==> config.mk <==
export PLATFORM = sky130hd
export DESIGN_NAME = ob_cmd_deframer
export DESIGN_NICKNAME = d
export VERILOG_FILES = /design/src/rtl/ob_pkg.sv /design/src/rtl/ob_cmd_deframer.sv
export SDC_FILE = /design/constraint.sdc
export NUM_CORES = 1
export LEC_CHECK = 0
export BUFFER_PORTS_ARGS = -buffer_cell sky130_fd_sc_hd__buf_2
export CORE_MARGIN = 4
export CORE_UTILIZATION = 37
export DETAILED_ROUTE_END_ITERATION = 12
export PLACE_DENSITY = 0.65
export SETUP_SLACK_MARGIN = 0.3
export SLEW_MARGIN = 20
export SYNTH_ARGS = -nofsm -noshare
export SYNTH_HDL_FRONTEND = slang
export SYNTH_SLANG_ARGS = --single-unit
export TNS_END_PERCENT = 1
==> constraint.sdc <==
create_clock -name clk -period 2.73 [get_ports clk]
set_input_delay 0.819 -clock clk [delete_from_list [all_inputs] [get_ports clk]]
set_output_delay 0.819 -clock clk [all_outputs]
set_load 0.005 [all_outputs]
==> src/rtl/ob_pkg.sv <==
`default_nettype none
// ============================================================================
// ob_pkg : shared order-book types, command layout and deframer constants
// Rev 1.0
// ============================================================================
package ob_pkg;

  localparam logic [7:0] FRAME_SYNC = 8'hA5;

  typedef enum logic [1:0] {
    OP_ADD    = 2'd0,
    OP_CANCEL = 2'd1,
    OP_MODIFY = 2'd2,
    OP_NOP    = 2'd3
  } op_t;

  typedef struct packed {
    op_t         op;
    logic        side;
    logic [15:0] order_id;
    logic [15:0] price;
    logic [11:0] qty;
  } cmd_t;

  localparam int CMD_W     = $bits(cmd_t);
  localparam int CMD_BYTES = (CMD_W + 7) / 8;

  typedef enum logic [1:0] {
    IDLE = 2'd0,
    BODY = 2'd1,
    CSUM = 2'd2,
    EMIT = 2'd3
  } deframer_state_t;

endpackage
`default_nettype wire

==> src/rtl/ob_cmd_deframer.sv <==
`default_nettype none
// ============================================================================
// ob_cmd_deframer : hunts for frame sync, assembles and XOR-checks one cmd_t
//                   per frame, and issues it as a single-cycle strobe
// Rev 1.0
// ============================================================================
module ob_cmd_deframer #(
  parameter int         CMD_BYTES = ob_pkg::CMD_BYTES,
  parameter logic [7:0] SYNC_BYTE = ob_pkg::FRAME_SYNC,
  parameter int         CNT_W     = 16
) (
  input  logic             clk,
  input  logic             rst,
  input  logic             in_vld,
  input  logic [7:0]       in_data,
  output logic             in_rdy,
  output logic             cmd_vld_r,
  output ob_pkg::cmd_t     cmd_r,
  input  logic             cmd_full_r,
  output logic [CNT_W-1:0] frame_cnt_r,
  output logic [CNT_W-1:0] err_cnt_r
);

  import ob_pkg::*;

  localparam int               CW       = $bits(ob_pkg::cmd_t);
  localparam int               IDX_W    = (CMD_BYTES > 1) ? $clog2(CMD_BYTES) : 1;
  localparam logic [IDX_W-1:0] IDX_LAST = IDX_W'(CMD_BYTES - 1);
  localparam logic [CNT_W-1:0] CNT_MAX  = {CNT_W{1'b1}};

  deframer_state_t  state_q, state_d;
  logic [IDX_W-1:0] idx_q, idx_d;
  logic [7:0]       csum_q, csum_d;
  logic [CW-1:0]    shreg_q, shreg_d;
  logic             cmd_vld_q, cmd_vld_d;
  ob_pkg::cmd_t     cmd_q, cmd_d;
  logic [CNT_W-1:0] frame_cnt_q, frame_cnt_d;
  logic [CNT_W-1:0] err_cnt_q, err_cnt_d;
  logic             acc;

  assign in_rdy = ~rst & (state_q != EMIT);
  assign acc    = in_vld & in_rdy;

  always_comb begin
    state_d     = state_q;
    idx_d       = idx_q;
    csum_d      = csum_q;
    shreg_d     = shreg_q;
    cmd_vld_d   = 1'b0;
    cmd_d       = cmd_q;
    frame_cnt_d = frame_cnt_q;
    err_cnt_d   = err_cnt_q;
    case (state_q)
      IDLE: begin
        if (acc && (in_data == SYNC_BYTE)) begin
          idx_d   = '0;
          csum_d  = 8'h00;
          state_d = BODY;
        end
      end
      BODY: begin
        if (acc) begin
          // Register holds only cmd_t bits, so pad bits of the first byte fall off the top
          shreg_d = (shreg_q << 8) | CW'(in_data);
          csum_d  = csum_q ^ in_data;
          idx_d   = idx_q + 1'b1;
          if (idx_q == IDX_LAST) begin
            state_d = CSUM;
          end
        end
      end
      CSUM: begin
        if (acc) begin
          if (in_data == csum_q) begin
            state_d = EMIT;
          end else begin
            if (err_cnt_q != CNT_MAX) begin
              err_cnt_d = err_cnt_q + 1'b1;
            end
            state_d = IDLE;
          end
        end
      end
      EMIT: begin
        // Waiting on cmd_vld_q too keeps strobes apart so cmd_full_r reflects the last push
        if (!cmd_full_r && !cmd_vld_q) begin
          cmd_d     = ob_pkg::cmd_t'(shreg_q);
          cmd_vld_d = 1'b1;
          if (frame_cnt_q != CNT_MAX) begin
            frame_cnt_d = frame_cnt_q + 1'b1;
          end
          state_d = IDLE;
        end
      end
      default: state_d = IDLE;
    endcase
  end

  always_ff @(posedge clk) begin
    if (rst) begin
      state_q     <= IDLE;
      idx_q       <= '0;
      csum_q      <= 8'h00;
      shreg_q     <= '0;
      cmd_vld_q   <= 1'b0;
      cmd_q       <= '0;
      frame_cnt_q <= '0;
      err_cnt_q   <= '0;
    end else begin
      state_q     <= state_d;
      idx_q       <= idx_d;
      csum_q      <= csum_d;
      shreg_q     <= shreg_d;
      cmd_vld_q   <= cmd_vld_d;
      cmd_q       <= cmd_d;
      frame_cnt_q <= frame_cnt_d;
      err_cnt_q   <= err_cnt_d;
    end
  end

  assign cmd_vld_r   = cmd_vld_q;
  assign cmd_r       = cmd_q;
  assign frame_cnt_r = frame_cnt_q;
  assign err_cnt_r   = err_cnt_q;

endmodule
`default_nettype wire

==> run metrics <==
Final setup viols 0; Avg Inst Size Synth 8.12 µm²; library cells used by synthesis 56; Tightest Pin Transition 805 ps; Sw Share 21.3%; switching pwr 949 µW; LEAKAGE 0.00255 µW; WL per Instance 14.0 µm; final-report hold violation count 0; critical path required time 1910 ps; Period minus WS final 2300 ps; status complete, no violations; DR vias 4967; drt via density 5.07; Logic pwr share 1.7%; Critical Path End Type output pin; Rel. slew slack 45.9%; I/O pin cnt 93; Placeable Area 15100 µm²; FF+latch count, synth 140; EDFF count, synth 0; mapped cell area 5690 µm²; drt total wl 13700 µm; pwr dens 645 nW/µm²; # fillers 1496; Rows 45; internal power 3500 µW; Max-cap violations 0; CP max FO 31; Max Freq 434 MHz; drt drc 0; TNS Setup 0 ps; clock share of power 52.4%; period utilisation layout 84.4%; Area Overhead vs Synth 21.3%; Syn. warnings 0; GRT Resource Usage Total 15.6%; Final Non-Filler Cells 980; first-pass GRT wire length 22500 µm; Starting Density 37.6%; dominant synthesized flop cell dfxtp_1; layout cells sized above 1 19.0%; ANT nets after route 0; CTS buffer count 17; Total Die Area 17400 µm²; Final Skew 10.5 ps; Clock Pin Slew Worst Setup and Hold Paths 60 ps; Initial DRT Pass Iterations 4; Flop pwr share 45.9%; DIE HEIGHT 132 µm; Nets 794; postcts setup bufs 0; Buffers on Ports 92; H-tree depth 4; CTS Sinks 140; syn nets 717; Post-CTS Hold Buffers 0; later-pin clock latency in the skew report 420 ps; CTS tree built; total grt overflow 0; critical path class in2out; Starting DRT DRC Count 387; placed cell count 947; Critical Path Start Type input port; pin count of the biggest net entering global routing 60; vias in the first global route 4438; Design Area, Final 6910 µm²; final max-slew violation count 0; register area share after synthesis 49.2%; RSZ-0062 raised after global routing no; die extent in x 132 µm; WP data arrival 1490 ps; detailed placement HPWL 8830 µm; post-CTS resize count 0; HP Class reg2reg; Max Buffers Root-to-Sink 2; worst vdd ir 0.411 mV; GPL Wtd Cong 0.851; Placed Area 6310 µm²; root buf cell clkbuf_16; initial antenna violation count 0; Post-Syn Instances 701; ys async rst share 0%
==> path summary, 6_finish.rpt <==
kind / from / endpoint / slack (ps) / cells after the start
worst max register to register: err_cnt_r[0] / err_cnt_r[15] / 720 / 7
worst max-delay path: rst / in_rdy / 430 / 4
worst min register to register: cmd_r[34] / cmd_r[34] / 450 / 2
worst min-delay path: cmd_r[34] / cmd_r[34] / 450 / 2
==> routing by layer <==
metal	wire length, µm	share of wire, %	global-route usage (%)
met1	6760	49	21.3
met2	6200	45	23.8
met3	599	4.4	4.66
met4	145	1.1	4.78
met5	0	0	0
==> flip-flops by register name (all words and copies together), names as in the netlist <==
| name | flops |
|---|---|
| frame_cnt_r | 16 |
| idx_q | 3 |
| cmd_r | 47 |
| shreg_q | 47 |
| state_q | 2 |
| err_cnt_r | 16 |
| cmd_vld_r | 1 |
| csum_q | 8 |
==> cells by family (layout without fill, tap and decap cells) <==
kind of cell | Yosys count | after routing | synth area share (%)
xor+xnor | 20 | 20 | 3.08
flops | 140 | 140 | 49.2
compound gates | 157 | 157 | 15.5
buf+inv | 61 | 151 | 4.75
other cells | 0 | 1 | 0
mux | 5 | 5 | 0.967
simple gates | 314 | 314 | 25.5
fa+ha+maj | 4 | 4 | 0.879
==> placed cells by master (no fill, tap or decap), drive strengths merged, types with 2 or more instances in the layout <==
master  count
a211oi      2
a21oi     112
a22oi       7
and3        4
and4        3
buf       105
bufinv      3
clkbuf     18
clkinv      7
dfxtp     140
ha          4
inv        17
mux2        4
nand2     201
nand3      19
nand4       7
nor2       35
nor2b       4
nor3        6
nor3b       2
nor4       11
nor4b       3
o21ai      14
o311ai      4
o31ai       6
o41ai       5
or2         2
or3         2
or4         8
or4bb       2
xnor2      12
xor2        8
==> power groups by stage <==
stage | logic [µW] | registers [µW] | clock network (µW)
after floorplan | 46.9 | 2090 | 0
after global placement | 75.6 | 2090 | 0
after detailed placement | 76.5 | 2090 | 0
after CTS | 76.6 | 2040 | 2390
after global routing | 84.9 | 2040 | 2480
final | 75.8 | 2040 | 2330
==> critical path, stage by stage <==
cell and delay, ps:
buf_4 120, buf_4 320, a21oi_1 70, buf_2 140
==> cell type report <==
type	count	area, µm²	area share, %
multi-input combinational	500	2620	37.9
clock inverter	14	166	2.41
inverter	14	52.6	0.761
tap	188	235	3.41
clock buffer	18	429	6.21
sequential	140	2800	40.6
antenna	1	2.50	0.0362
timing repair buffer	105	598	8.66
==> synthesized netlist by cell type, types with 4 or more instances <==
master    count  area [µm²]
o21ai_1       4        20.0
xor2_1        8        70.1
a21oi_1     111         556
a22oi_1       7        52.6
clkbuf_1     26        97.6
nand4_1       7        43.8
buf_2        12        60.1
nor3_1        6        30.0
and3_1        4        25.0
xnor2_1      12         105
o21ai_0      10        50.1
nor2_1       35         131
mux2_1        4        45.0
o41ai_1       5        43.8
nor2b_1       4        25.0
o31ai_1       6        45.0
or4_1         7        52.6
nor4_1        8        50.1
buf_1         5        18.8
nand3_1      17        85.1
nand2_1     201         754
ha_1          4        50.1
inv_1        12        45.0
dfxtp_1     140        2800
==> per-stage QoR <==
step	setup WS, ps	total power [µW]	hold slack [ps]	utilization, %
floorplan	375	2140	432	-
global placement	229	2160	440	41.6
detailed placement	164	2160	445	41.6
CTS	417	4510	453	45.6
global route	364	4600	469	45.6
finish	425	4450	449	45.6
(Power assumes the default switching activity.)
